<file path="src/rtl/hazard_stall_unit.sv">
// rtl/hazard_stall_unit.sv - Tuse/Tnew stall controller and MDU busy sequencer for the 5-stage MIPS pipe.
// Optional stall-cycle counter port stall_cnt is built when HSU_PERF_CNT_EN is defined.
module hazard_stall_unit #(
  parameter int MULT_CYCLES = 5,
  parameter int DIV_CYCLES  = 10,
  parameter int CNT_W       = 4
) (
  input  logic        clk,
  input  logic        reset_n,
  input  logic [31:0] INS_D,
  input  logic [31:0] INS_E,
  input  logic [31:0] INS_M,
  output logic        pc_en,
  output logic        d_reg_en,
  output logic        e_reg_clr,
  output logic        mdu_start,
  output logic        mdu_is_div,
  output logic        mdu_busy
`ifdef HSU_PERF_CNT_EN
  ,
  output logic [31:0] stall_cnt
`endif
);

  typedef enum logic [3:0] {
    C_NONE, C_CAL_R, C_CAL_I, C_LOAD, C_STORE, C_BEQ,
    C_JR, C_JAL, C_MD, C_MF, C_MT
  } cls_e;

  function automatic cls_e classify(input logic [31:0] ins);
    logic [5:0] op;
    logic [5:0] fn;
    op = ins[31:26];
    fn = ins[5:0];
    classify = C_NONE;
    case (op)
      6'h00: begin
        case (fn)
          6'h20, 6'h22:               classify = C_CAL_R;
          6'h08:                      classify = C_JR;
          6'h18, 6'h19, 6'h1a, 6'h1b: classify = C_MD;
          6'h10, 6'h12:               classify = C_MF;
          6'h11, 6'h13:               classify = C_MT;
          default:                    classify = C_NONE;
        endcase
      end
      6'h0d, 6'h0f: classify = C_CAL_I;
      6'h23:        classify = C_LOAD;
      6'h2b:        classify = C_STORE;
      6'h04:        classify = C_BEQ;
      6'h03:        classify = C_JAL;
      default:      classify = C_NONE;
    endcase
  endfunction

  // Instructions without a destination report r0, which can never match a live source.
  function automatic logic [4:0] dest_of(input logic [31:0] ins, input cls_e c);
    case (c)
      C_CAL_R, C_MF:  dest_of = ins[15:11];
      C_CAL_I, C_LOAD: dest_of = ins[20:16];
      C_JAL:          dest_of = 5'd31;
      default:        dest_of = 5'd0;
    endcase
  endfunction

  cls_e       cls_d, cls_e_stg, cls_m;
  logic [4:0] dst_e, dst_m;
  logic [1:0] tnew_e, tnew_m;
  logic [1:0] tuse_rs, tuse_rt;
  logic       rd_rs, rd_rt;
  logic       haz_rs, haz_rt, data_stall, mdu_stall, stall;
  logic [CNT_W-1:0] cnt_q, cnt_d;
  logic       unused_bits;

  assign cls_d     = classify(INS_D);
  assign cls_e_stg = classify(INS_E);
  assign cls_m     = classify(INS_M);
  assign dst_e     = dest_of(INS_E, cls_e_stg);
  assign dst_m     = dest_of(INS_M, cls_m);

  assign tnew_e = (cls_e_stg == C_LOAD) ? 2'd2 :
                  (cls_e_stg == C_CAL_R || cls_e_stg == C_CAL_I || cls_e_stg == C_MF) ? 2'd1 : 2'd0;
  assign tnew_m = (cls_m == C_LOAD) ? 2'd1 : 2'd0;

  always_comb begin
    rd_rs   = 1'b0;
    rd_rt   = 1'b0;
    tuse_rs = 2'd0;
    tuse_rt = 2'd0;
    case (cls_d)
      C_BEQ:          begin rd_rs = 1'b1; rd_rt = 1'b1; end
      C_JR:           rd_rs = 1'b1;
      C_CAL_R, C_MD:  begin rd_rs = 1'b1; rd_rt = 1'b1; tuse_rs = 2'd1; tuse_rt = 2'd1; end
      C_CAL_I, C_LOAD, C_MT: begin rd_rs = 1'b1; tuse_rs = 2'd1; end
      C_STORE:        begin rd_rs = 1'b1; rd_rt = 1'b1; tuse_rs = 2'd1; tuse_rt = 2'd2; end
      default:        ;
    endcase
  end

  assign haz_rs = rd_rs && (INS_D[25:21] != 5'd0) &&
                  ((INS_D[25:21] == dst_e && tuse_rs < tnew_e) ||
                   (INS_D[25:21] == dst_m && tuse_rs < tnew_m));
  assign haz_rt = rd_rt && (INS_D[20:16] != 5'd0) &&
                  ((INS_D[20:16] == dst_e && tuse_rt < tnew_e) ||
                   (INS_D[20:16] == dst_m && tuse_rt < tnew_m));

  assign data_stall = haz_rs | haz_rt;
  assign mdu_start  = (cls_e_stg == C_MD) & reset_n;
  assign mdu_is_div = INS_E[1];
  assign mdu_busy   = (cnt_q != '0);
  assign mdu_stall  = (cls_d == C_MD || cls_d == C_MF || cls_d == C_MT) & (mdu_start | mdu_busy);
  assign stall      = data_stall | mdu_stall;

  assign pc_en     = ~stall;
  assign d_reg_en  = ~stall;
  assign e_reg_clr = stall;

  always_comb begin
    cnt_d = cnt_q;
    if (mdu_start)
      cnt_d = mdu_is_div ? CNT_W'(DIV_CYCLES) : CNT_W'(MULT_CYCLES);
    else if (cnt_q != '0)
      cnt_d = cnt_q - 1'b1;
  end

  always_ff @(posedge clk) begin
    if (!reset_n) cnt_q <= '0;
    else          cnt_q <= cnt_d;
  end

`ifdef HSU_PERF_CNT_EN
  logic [31:0] stall_cnt_q, stall_cnt_d;

  assign stall_cnt_d = stall ? stall_cnt_q + 32'd1 : stall_cnt_q;
  assign stall_cnt   = stall_cnt_q;

  always_ff @(posedge clk) begin
    if (!reset_n) stall_cnt_q <= '0;
    else          stall_cnt_q <= stall_cnt_d;
  end
`endif

  assign unused_bits = ^{INS_D[15:6], INS_E[25:21], INS_E[10:6], INS_M[25:21], INS_M[10:6]};

endmodule

</file>
<file path="config.mk">
export PLATFORM = sky130hd
export DESIGN_NAME = hazard_stall_unit
export DESIGN_NICKNAME = d
export VERILOG_FILES = /design/src/rtl/hazard_stall_unit.sv
export SDC_FILE = /design/constraint.sdc
export NUM_CORES = 1
export LEC_CHECK = 0
export CORE_MARGIN = 2
export CORE_UTILIZATION = 36
export CTS_CLUSTER_DIAMETER = 50
export CTS_CLUSTER_SIZE = 16
export DETAILED_ROUTE_END_ITERATION = 10
export GPL_TIMING_DRIVEN = 0
export PLACE_DENSITY = 0.9
export SETUP_SLACK_MARGIN = 0.4
export SYNTH_ARGS = -nofsm -noshare
export SYNTH_HDL_FRONTEND = slang
export SYNTH_SLANG_ARGS = --single-unit
</file>
<file path="constraint.sdc">
create_clock -name clk -period 4.84 [get_ports clk]
set_clock_uncertainty 0.15 [all_clocks]
set_input_delay 0.968 -clock clk [delete_from_list [all_inputs] [get_ports clk]]
set_output_delay 0.968 -clock clk [all_outputs]
set_load 0.1 [all_outputs]
</file>
* Word level (Yosys, flattened, before mapping)
Cells that the tools add are included.
** Word-level totals
- Output and inout bits :: 6
- Word-level logic and storage cells :: 149
- Input port bits :: 98
- Flip-flop bits (word level) :: 4
** Cells by class
- Magnitude comparators :: 4
- Equal/unequal tests :: 75
- Mux-type cells :: 18
- Bitwise operators :: 6
- $add $sub $neg :: 1
- Reductions and logical operators :: 44
** Operator list (number)
- $eq 6x5->1 const B :: 24
- $eq 6x6->1 const B :: 12
- $pmux 4 s6 :: 3
- $pmux 4 s5 :: 3
- $eq 6x4->1 const B :: 9
- $reduce_or 2->1 :: 17
- $pmux 5 s3 :: 2
- $eq 4x2->1 const B :: 6
- $eq 4x4->1 const B :: 6
- $eq 4x3->1 const B :: 5
- $eq 5x5->1 :: 4
- $eq 6x2->1 const B :: 3
- $eq 6x3->1 const B :: 3
- $logic_not 6->1 :: 3
- $reduce_or 4->1 :: 4
- $eq 4x1->1 const B :: 3
- $mux 4 :: 3
- $reduce_bool 5->1 :: 2
- $logic_and 1x1->1 :: 8
- $reduce_or 8->1 :: 1
- $logic_or 1x1->1 :: 6
- $reduce_or 6->1 :: 1
- $mux 1 :: 5
- $lt 2x1->1 :: 2
- 9 further kinds :: 13

* Logic depth before layout (Yosys ltp)
Gate-level depths: netlist of run 1.
- Word-level depth :: 16
- Depth in mapped cells :: 10
- Mapped depth without buffers :: 8

* Worst setup path before layout of run 1
No wires, ideal clock.
- Path type :: input-to-output
- From :: input port INS_E[29]
- To :: output port pc_en
- Arrival :: 4554 ps
- Slack :: -832 ps
- Stages :: 9
- Data required time :: 3722 ps
- Buffers on the path :: 1
- Cells stage by stage :: or4bb_4 or2_2 ha_1 inv_1 a211o_1 nand4_1 o31ai_1 a21oi_1 buf_4
** On the way
- Word-level cells in the longest chain between the ends :: 15
- Elaborated cells on any way between the ends :: 38
- Classes of those cells :: order compare: 2; eq/ne: 14; mux: 4; bitwise: 6; reduce/logical: 12
** Ends and longest elaborated chain
- start, declared :: RTL line 11 : input logic [31:0] INS_E,
- $eq 6x4->1 :: RTL line 36 : case (op)
- $reduce_or 2->1 :: RTL line 36
- $pmux 4 s6 * :: RTL line 36
- $eq 4x1->1 or $eq 4x2->1 (tied branches) :: RTL line 58, 82
- $logic_or 1x1->1 (2 in a row) :: RTL line 82 : (cls_e_stg == C_CAL_R || cls_e_stg == C_CAL_I || cls_e_stg == C_MF) ? 2'd1 : 2'd0;
- $mux 1 :: RTL line 82
- $mux 2 :: RTL line 81 : assign tnew_e = (cls_e_stg == C_LOAD) ? 2'd2 :
- $lt 2x2->1, on equally long branches :: RTL line 101, 104
- $logic_and 1x1->1, on equally long branches :: RTL line 101, 104
- $logic_or 1x1->1, on equally long branches :: RTL line 101, 104
- $logic_and 1x1->1, on equally long branches :: RTL line 100, 103
- $or 1x1->1 :: RTL line 107 : assign data_stall = haz_rs | haz_rt;
- $or 1x1->1 * :: RTL line 112 : assign stall = data_stall | mdu_stall;
- $not 1->1 *
- end, declared :: RTL line 13 : output logic pc_en,
Every way passes the cells marked *; elsewhere a longest branch is shown, timed or not.

* Final worst setup path of run 1
- From :: input port INS_E[11]
- To :: output port pc_en
** On the way
- Word-level cells in the longest chain between the ends :: 8
- Elaborated cells on any way between the ends :: 12
- Classes of those cells :: eq/ne: 2; mux: 1; bitwise: 3; reduce/logical: 6
** Ends and longest elaborated chain
- $pmux 5 s3 * :: RTL line 58 : case (c)
- $eq 5x5->1, on equally long branches :: RTL line 101, 104
- $logic_and 1x1->1, on equally long branches :: RTL line 101, 104
- $logic_or 1x1->1, on equally long branches :: RTL line 101, 104
- $logic_and 1x1->1, on equally long branches :: RTL line 100, 103
- $or 1x1->1 * :: RTL line 107
- $or 1x1->1 * :: RTL line 112
- $not 1->1 * :: RTL line 114 : assign pc_en = ~stall;
Marked as above.

==> results.json, run 1 <==
{
  "io_pins": 104,
  "worstMarginPinSlew_ns": 0.967,
  "overflow": 0,
  "worst_path_max_delay_cell": "nor4_1",
  "yosys.area.top_type": "or3b_2",
  "crit_top_cell": "buf_12",
  "fin_nets": 399,
  "clock_sinks": 4,
  "final_common_cell": "clkdlybuf4s50_1",
  "critPathRequiredTime_ns": 3.72,
  "avgSynthCellArea_sq_um": 7.37,
  "die_x_um": 68.2,
  "finalSetupViolCount": 0,
  "final_cells": 346,
  "dpl_cell_area_sq_um": 2280,
  "slew_violations": 0,
  "vias_per_cell": 6.13,
  "synthTopCellsByArea": "or3b_2 5.9%, xor2_1 5.9%, or4_1 5.6%",
  "synth_cells": 201,
  "gp_congestion": 0.887,
  "cp_cell_sequence": "clkdlybuf4s50_1 -> or3b_2 -> nor4_1 -> nor3_1 -> xor2_1 -> nand4_1 -> o221ai_2 -> a21oi_4 -> buf_12 -> buf_12",
  "postLayoutCoreUtil_pct": 68.6,
  "critPathMaxStageDelay_ns": 0.49,
  "vias": 2120,
  "synth-seq-cells": 4,
  "multi_input_area_sq_um": 1560,
  "crit_path_end_kind": "output pin",
  "clkTransAtPathRegs_ns": 0.03,
  "cp-start-kind": "input pin",
  "setup-tns-final_ns": 0,
  "first_pass_iters": 5,
  "yosysWarnings": 0,
  "cts-root-buf": "clkbuf_8",
  "ff_latch_area_sq_um": 80.1,
  "grtUsageTotal_pct": 24.9,
  "n_fill_cell": 306,
  "synth-edff-count": 0,
  "numCtsBuffers": 3,
  "power.density_nw_per_um2": 165,
  "peakVddDrop_v": 0.000161,
  "period_minus_slack_ns": 4.56,
  "clockBufferDepth": 2,
  "maxSlewHeadroom_pct": 35.4,
  "path_max_fanout": 3,
  "syn_to_final_growth_pct": 83.9,
  "h-tree-depth": 1,
  "routedWlPerCell_um": 16.9,
  "hold_viol": 0,
  "synthFlopType": "dfxtp_1",
  "yosysSeqAreaShare_pct": 5.41,
  "fmax_ghz": 0.220,
  "rsz0062_at_grt": "yes",
  "maxCapViolations": 0,
  "grt_max_degree": 9,
  "final_cell_mix": "36 x clkdlybuf4s50_1, 21 x buf_4, 18 x dlygate4sd2_1, 13 x nand2_1, 12 x inv_1",
  "drc": 0,
  "postCtsHoldBufs": 0,
  "antennaDiodeCount": 0,
  "cp_num_buf_inv": 3,
  "period_share_pct": 94.1,
  "top_regs": "cnt_q x4",
  "cts_tree": "yes",
  "outcome": "finished, final reports clean",
  "dp_hpwl_um": 3740,
  "final_layout_size_suffix_gt1_share_pct": 34.8,
  "post-place-cells": 321,
  "routed_wl_um": 5840,
  "ant_nets": 0,
  "syn_nets": 302,
  "ys_types": 60,
  "holdWs_ns": 0.437,
  "synth_area_sq_um": 1480,
  "p_leak_nw": 1.05,
  "die_h_um": 68.2,
  "core_sq_um": 3970,
  "hold_class": "register to register",
  "async_reset_ff_share_pct": 0,
  "design_area_sq_um": 2720,
  "top_register": "cnt_q",
  "io_buffer_count": 70,
  "synth_top_area_share_pct": 5.91,
  "critPathTopFamily": "simple AND/OR/NAND/NOR gates",
  "grt_antenna_before_repair": 0,
  "first_global_vias": 1984,
  "grt_pass1_wl_um": 8940,
  "rows": 23,
  "critPathKind": "input pin to output pin",
  "worstPathArrival_ns": 3.44,
  "start_util_pct": 37.3,
  "fp.dieArea_sq_um": 4640,
  "clk_latency_ns": 0.22,
  "drt-initial-drc-count": 162,
  "largest_reg_flops": 4
}
-- routing by layer --
metal  track usage, %  wire [um]  vias to the layer above
li1                 -          -                     1000
met1             30.8       2330                      992
met2             43.9       2940                      100
met3             2.63        357                       28
met4             9.50        205                        0
met5                0          0                        -
-- cell type report --
cell class | instances | area share [%]
multi-input combinational | 175 | 57.4
timing repair buffer | 92 | 30.8
tap | 50 | 2.30
clock buffer | 3 | 1.52
sequential | 4 | 2.94
buffer | 8 | 2.99
inverter | 14 | 2.07
-- what timing repair did --
action	CTS	global route
gates resized for setup	121	20
cloned	0	0
pin swaps	29	11
buffers inserted	20	2
setup endpoints to repair	4	3
-- cell usage after synthesis (all sizes together), types with 2 or more instances --
cell and instances:
ha 3, a21o 2, dfxtp 4, xor2 10, nand4 4, a221o 2, inv 14, or3 4
nor3 9, o31ai 10, nand2 13, a22oi 2, nand2b 4, or3b 10, a21oi 10, a221oi 4
o21ai 4, o21a 2, nand3b 5, buf 5, o221ai 3, a31oi 2, or4b 2, a211o 3
a21boi 2, nor2 9, a211oi 9, and2 2, clkbuf 3, xnor2 5, nor4 9, or4 14
o211ai 2
-- stage by stage --
step	power, mW	setup slack [ns]
final	0.450	0.285
after floorplan	0.249	0.333
after global routing	0.483	0.152
after detailed placement	0.354	-1.00
after global placement	0.347	-0.951
after CTS	0.442	0.401
-- path summary, 6_finish.rpt --
check	start	end	slack (ns)	depth (start not counted)
worst min-delay path	cnt_q[3]$_SDFFE_PN0P_	cnt_q[3]$_SDFFE_PN0P_	0.44	3
worst min register to register	cnt_q[3]$_SDFFE_PN0P_	cnt_q[3]$_SDFFE_PN0P_	0.44	3
worst max-delay path	INS_E[11]	pc_en	0.28	10
worst max register to register	cnt_q[0]$_SDFFE_PN0P_	cnt_q[0]$_SDFFE_PN0P_	3.42	7
-- worst min-delay path, stage by stage, from the launching register on --
cell and delay (ns):
dfxtp_1 0.33, xor2_1 0.08, nand2_1 0.06, o21ai_0 0.06
-- cells by family after synthesis --
logic type / share of synthesized area [%]
AO/OA/AOI/OAI: 30.2
adder cells (fa/ha/maj): 2.53
AND/OR/NAND/NOR: 44.8
flip-flops: 5.41
XOR/XNOR: 10.1
buffers and inverters: 6.93
-- power breakdown --
part           leakage (nW)  internal (mW)  switching (mW)  total, mW
logic                 0.998          0.138           0.180      0.319
clock network        0.0216         0.0531          0.0181     0.0712
registers            0.0332         0.0491          0.0106     0.0597
total                  1.05          0.241           0.209      0.450
Note: power is estimated with default switching activity, not from simulation.
==> run 2, diff against run 1 <==
--- a/config.mk
+++ b/config.mk
@@ -12,7 +12,8 @@
 export DETAILED_ROUTE_END_ITERATION = 10
 export GPL_TIMING_DRIVEN = 0
 export PLACE_DENSITY = 0.9
-export SETUP_SLACK_MARGIN = 0.4
+export SETUP_SLACK_MARGIN = 0.5
+export SLEW_MARGIN = 20
 export SYNTH_ARGS = -nofsm -noshare
 export SYNTH_HDL_FRONTEND = slang
 export SYNTH_SLANG_ARGS = --single-unit
==> results.json, run 2 (synthesized netlist as in run 1, its figures left out) <==
{
  "outcome": "finished, final reports clean",
  "power_frac_comb_pct": 70.9,
  "fp.dieArea_sq_um": 4640,
  "grt_max_degree": 9,
  "h-tree-depth": 1,
  "hold_class": "register to register",
  "holdWs_ns": 0.437,
  "rsz0062_at_grt": "yes",
  "io_pins": 104,
  "routed_wl_um": 5950,
  "period_minus_slack_ns": 4.58,
  "power.density_nw_per_um2": 164,
  "crit_path_end_kind": "output pin",
  "vias_per_cell": 6.18,
  "clkTransAtPathRegs_ns": 0.03,
  "final_layout_size_suffix_gt1_share_pct": 35.7,
  "die_h_um": 68.2,
  "grt_pass1_wl_um": 9140,
  "drt-initial-drc-count": 144,
  "maxCapViolations": 0,
  "p_leak_nw": 1.07,
  "ant_nets": 0,
  "fin_nets": 403,
  "core_sq_um": 3970,
  "maxSlewHeadroom_pct": 35.4,
  "worst_path_max_delay_cell": "or4_1",
  "cp-start-kind": "input pin",
  "die_x_um": 68.2,
  "routedWlPerCell_um": 17.0,
  "vias": 2163,
  "top_regs": "cnt_q x4",
  "p_sw_share_pct": 46.6,
  "gp_congestion": 0.887,
  "cts_tree": "yes",
  "hold_viol": 0,
  "numCtsBuffers": 3,
  "dp_hpwl_um": 3740,
  "io_buffer_count": 70,
  "slew_violations": 0,
  "first_pass_iters": 4,
  "grt_antenna_before_repair": 0,
  "cp_num_buf_inv": 5,
  "period_share_pct": 94.7,
  "p_sw_mw": 0.211,
  "clockBufferDepth": 2,
  "largest_reg_flops": 4,
  "clkPwrFrac_pct": 15.9,
  "path_max_fanout": 3,
  "rows": 23,
  "first_global_vias": 2005,
  "intPower_mw": 0.242,
  "worstPathArrival_ns": 3.46,
  "drc": 0,
  "start_util_pct": 37.3,
  "top_register": "cnt_q",
  "clk_latency_ns": 0.22,
  "worstMarginPinSlew_ns": 0.967,
  "postCtsHoldBufs": 0,
  "critPathMaxStageDelay_ns": 0.49,
  "clock_sinks": 4,
  "setup-tns-final_ns": 0,
  "peakVddDrop_v": 0.000162,
  "critPathRequiredTime_ns": 3.72,
  "pwr-share-seq_pct": 13.1,
  "cp_cell_sequence": "buf_2 -> xnor2_4 -> buf_6 -> nor4_4 -> buf_4 -> or4_1 -> a222oi_1 -> nand4_1 -> o221ai_2 -> a21oi_4 -> buf_12 -> buf_12",
  "crit_top_cell": "buf_12",
  "syn_to_final_growth_pct": 86.6,
  "final_common_cell": "clkdlybuf4s50_1",
  "antennaDiodeCount": 0,
  "critPathTopFamily": "compound AO/OA/AOI/OAI gates",
  "critPathKind": "input pin to output pin",
  "fmax_ghz": 0.218,
  "overflow": 0,
  "cts-root-buf": "clkbuf_8",
  "finalSetupViolCount": 0,
  "grtUsageTotal_pct": 25.5,
  "final_cell_mix": "35 x clkdlybuf4s50_1, 24 x buf_4, 17 x dlygate4sd2_1, 13 x nand2_1, 12 x inv_1"
}
[run 2: tightest hold or removal path: stages (launching register included)]
cell	delay, ns
dfxtp_1	0.33
xor2_1	0.08
nand2_1	0.06
o21ai_0	0.06
[run 2: power by group through the flow]
stage                     Clock [mW]  Combinational (mW)  Sequential, mW
after CTS                     0.0715               0.313          0.0599
final                         0.0723               0.322          0.0597
after global routing          0.0747               0.350          0.0616
after detailed placement           0               0.294          0.0601
after floorplan                    0               0.191          0.0578
after global placement             0               0.288          0.0593
[run 2: through the flow]
step | std cells | power [mW] | cell area (sq um) | utilization (%) | worst slack, ns
global placement | 321 | 0.347 | 2280 | 57.5 | -0.951
detailed placement | 321 | 0.354 | 2280 | 57.5 | -1.00
floorplan | 201 | 0.249 | 1520 | - | 0.333
CTS | 345 | 0.445 | 2700 | 67.9 | 0.423
global route | 350 | 0.486 | 2760 | 69.6 | 0.175
finish | 350 | 0.454 | 2760 | 69.6 | 0.259
[run 2: layer usage]
layer  global-route usage, %  wire [um]
met1                    32.3       2310
met4                    11.5        184
met5                       0          0
met3                    2.30        442
met2                    43.4       3010
[run 2: worst paths after layout]
kind	startpoint	to	slack, ns	depth (start not counted)
setup reg to reg	cnt_q[0]$_SDFFE_PN0P_	cnt_q[0]$_SDFFE_PN0P_	3.41	7
hold reg to reg	cnt_q[3]$_SDFFE_PN0P_	cnt_q[3]$_SDFFE_PN0P_	0.44	3
hold / removal	cnt_q[3]$_SDFFE_PN0P_	cnt_q[3]$_SDFFE_PN0P_	0.44	3
setup / recovery	INS_E[5]	pc_en	0.26	12
[run 2: area by class of cell]
type	instances	area, sq um
Multi-Input combinational cell	175	1560
Fill cell	291	1210
Timing Repair Buffer	96	885
Inverter	14	56.3
Clock buffer	3	41.3
Tap cell	50	62.6
Buffer	8	77.6
Sequential cell	4	80.1
[run 2: repair_timing]
action	CTS	global route
pin swaps	32	11
setup endpoints to repair	4	3
gates cloned	0	0
resized for setup	134	11
endpoints found under the hold margin	0	0
setup buffers	21	5
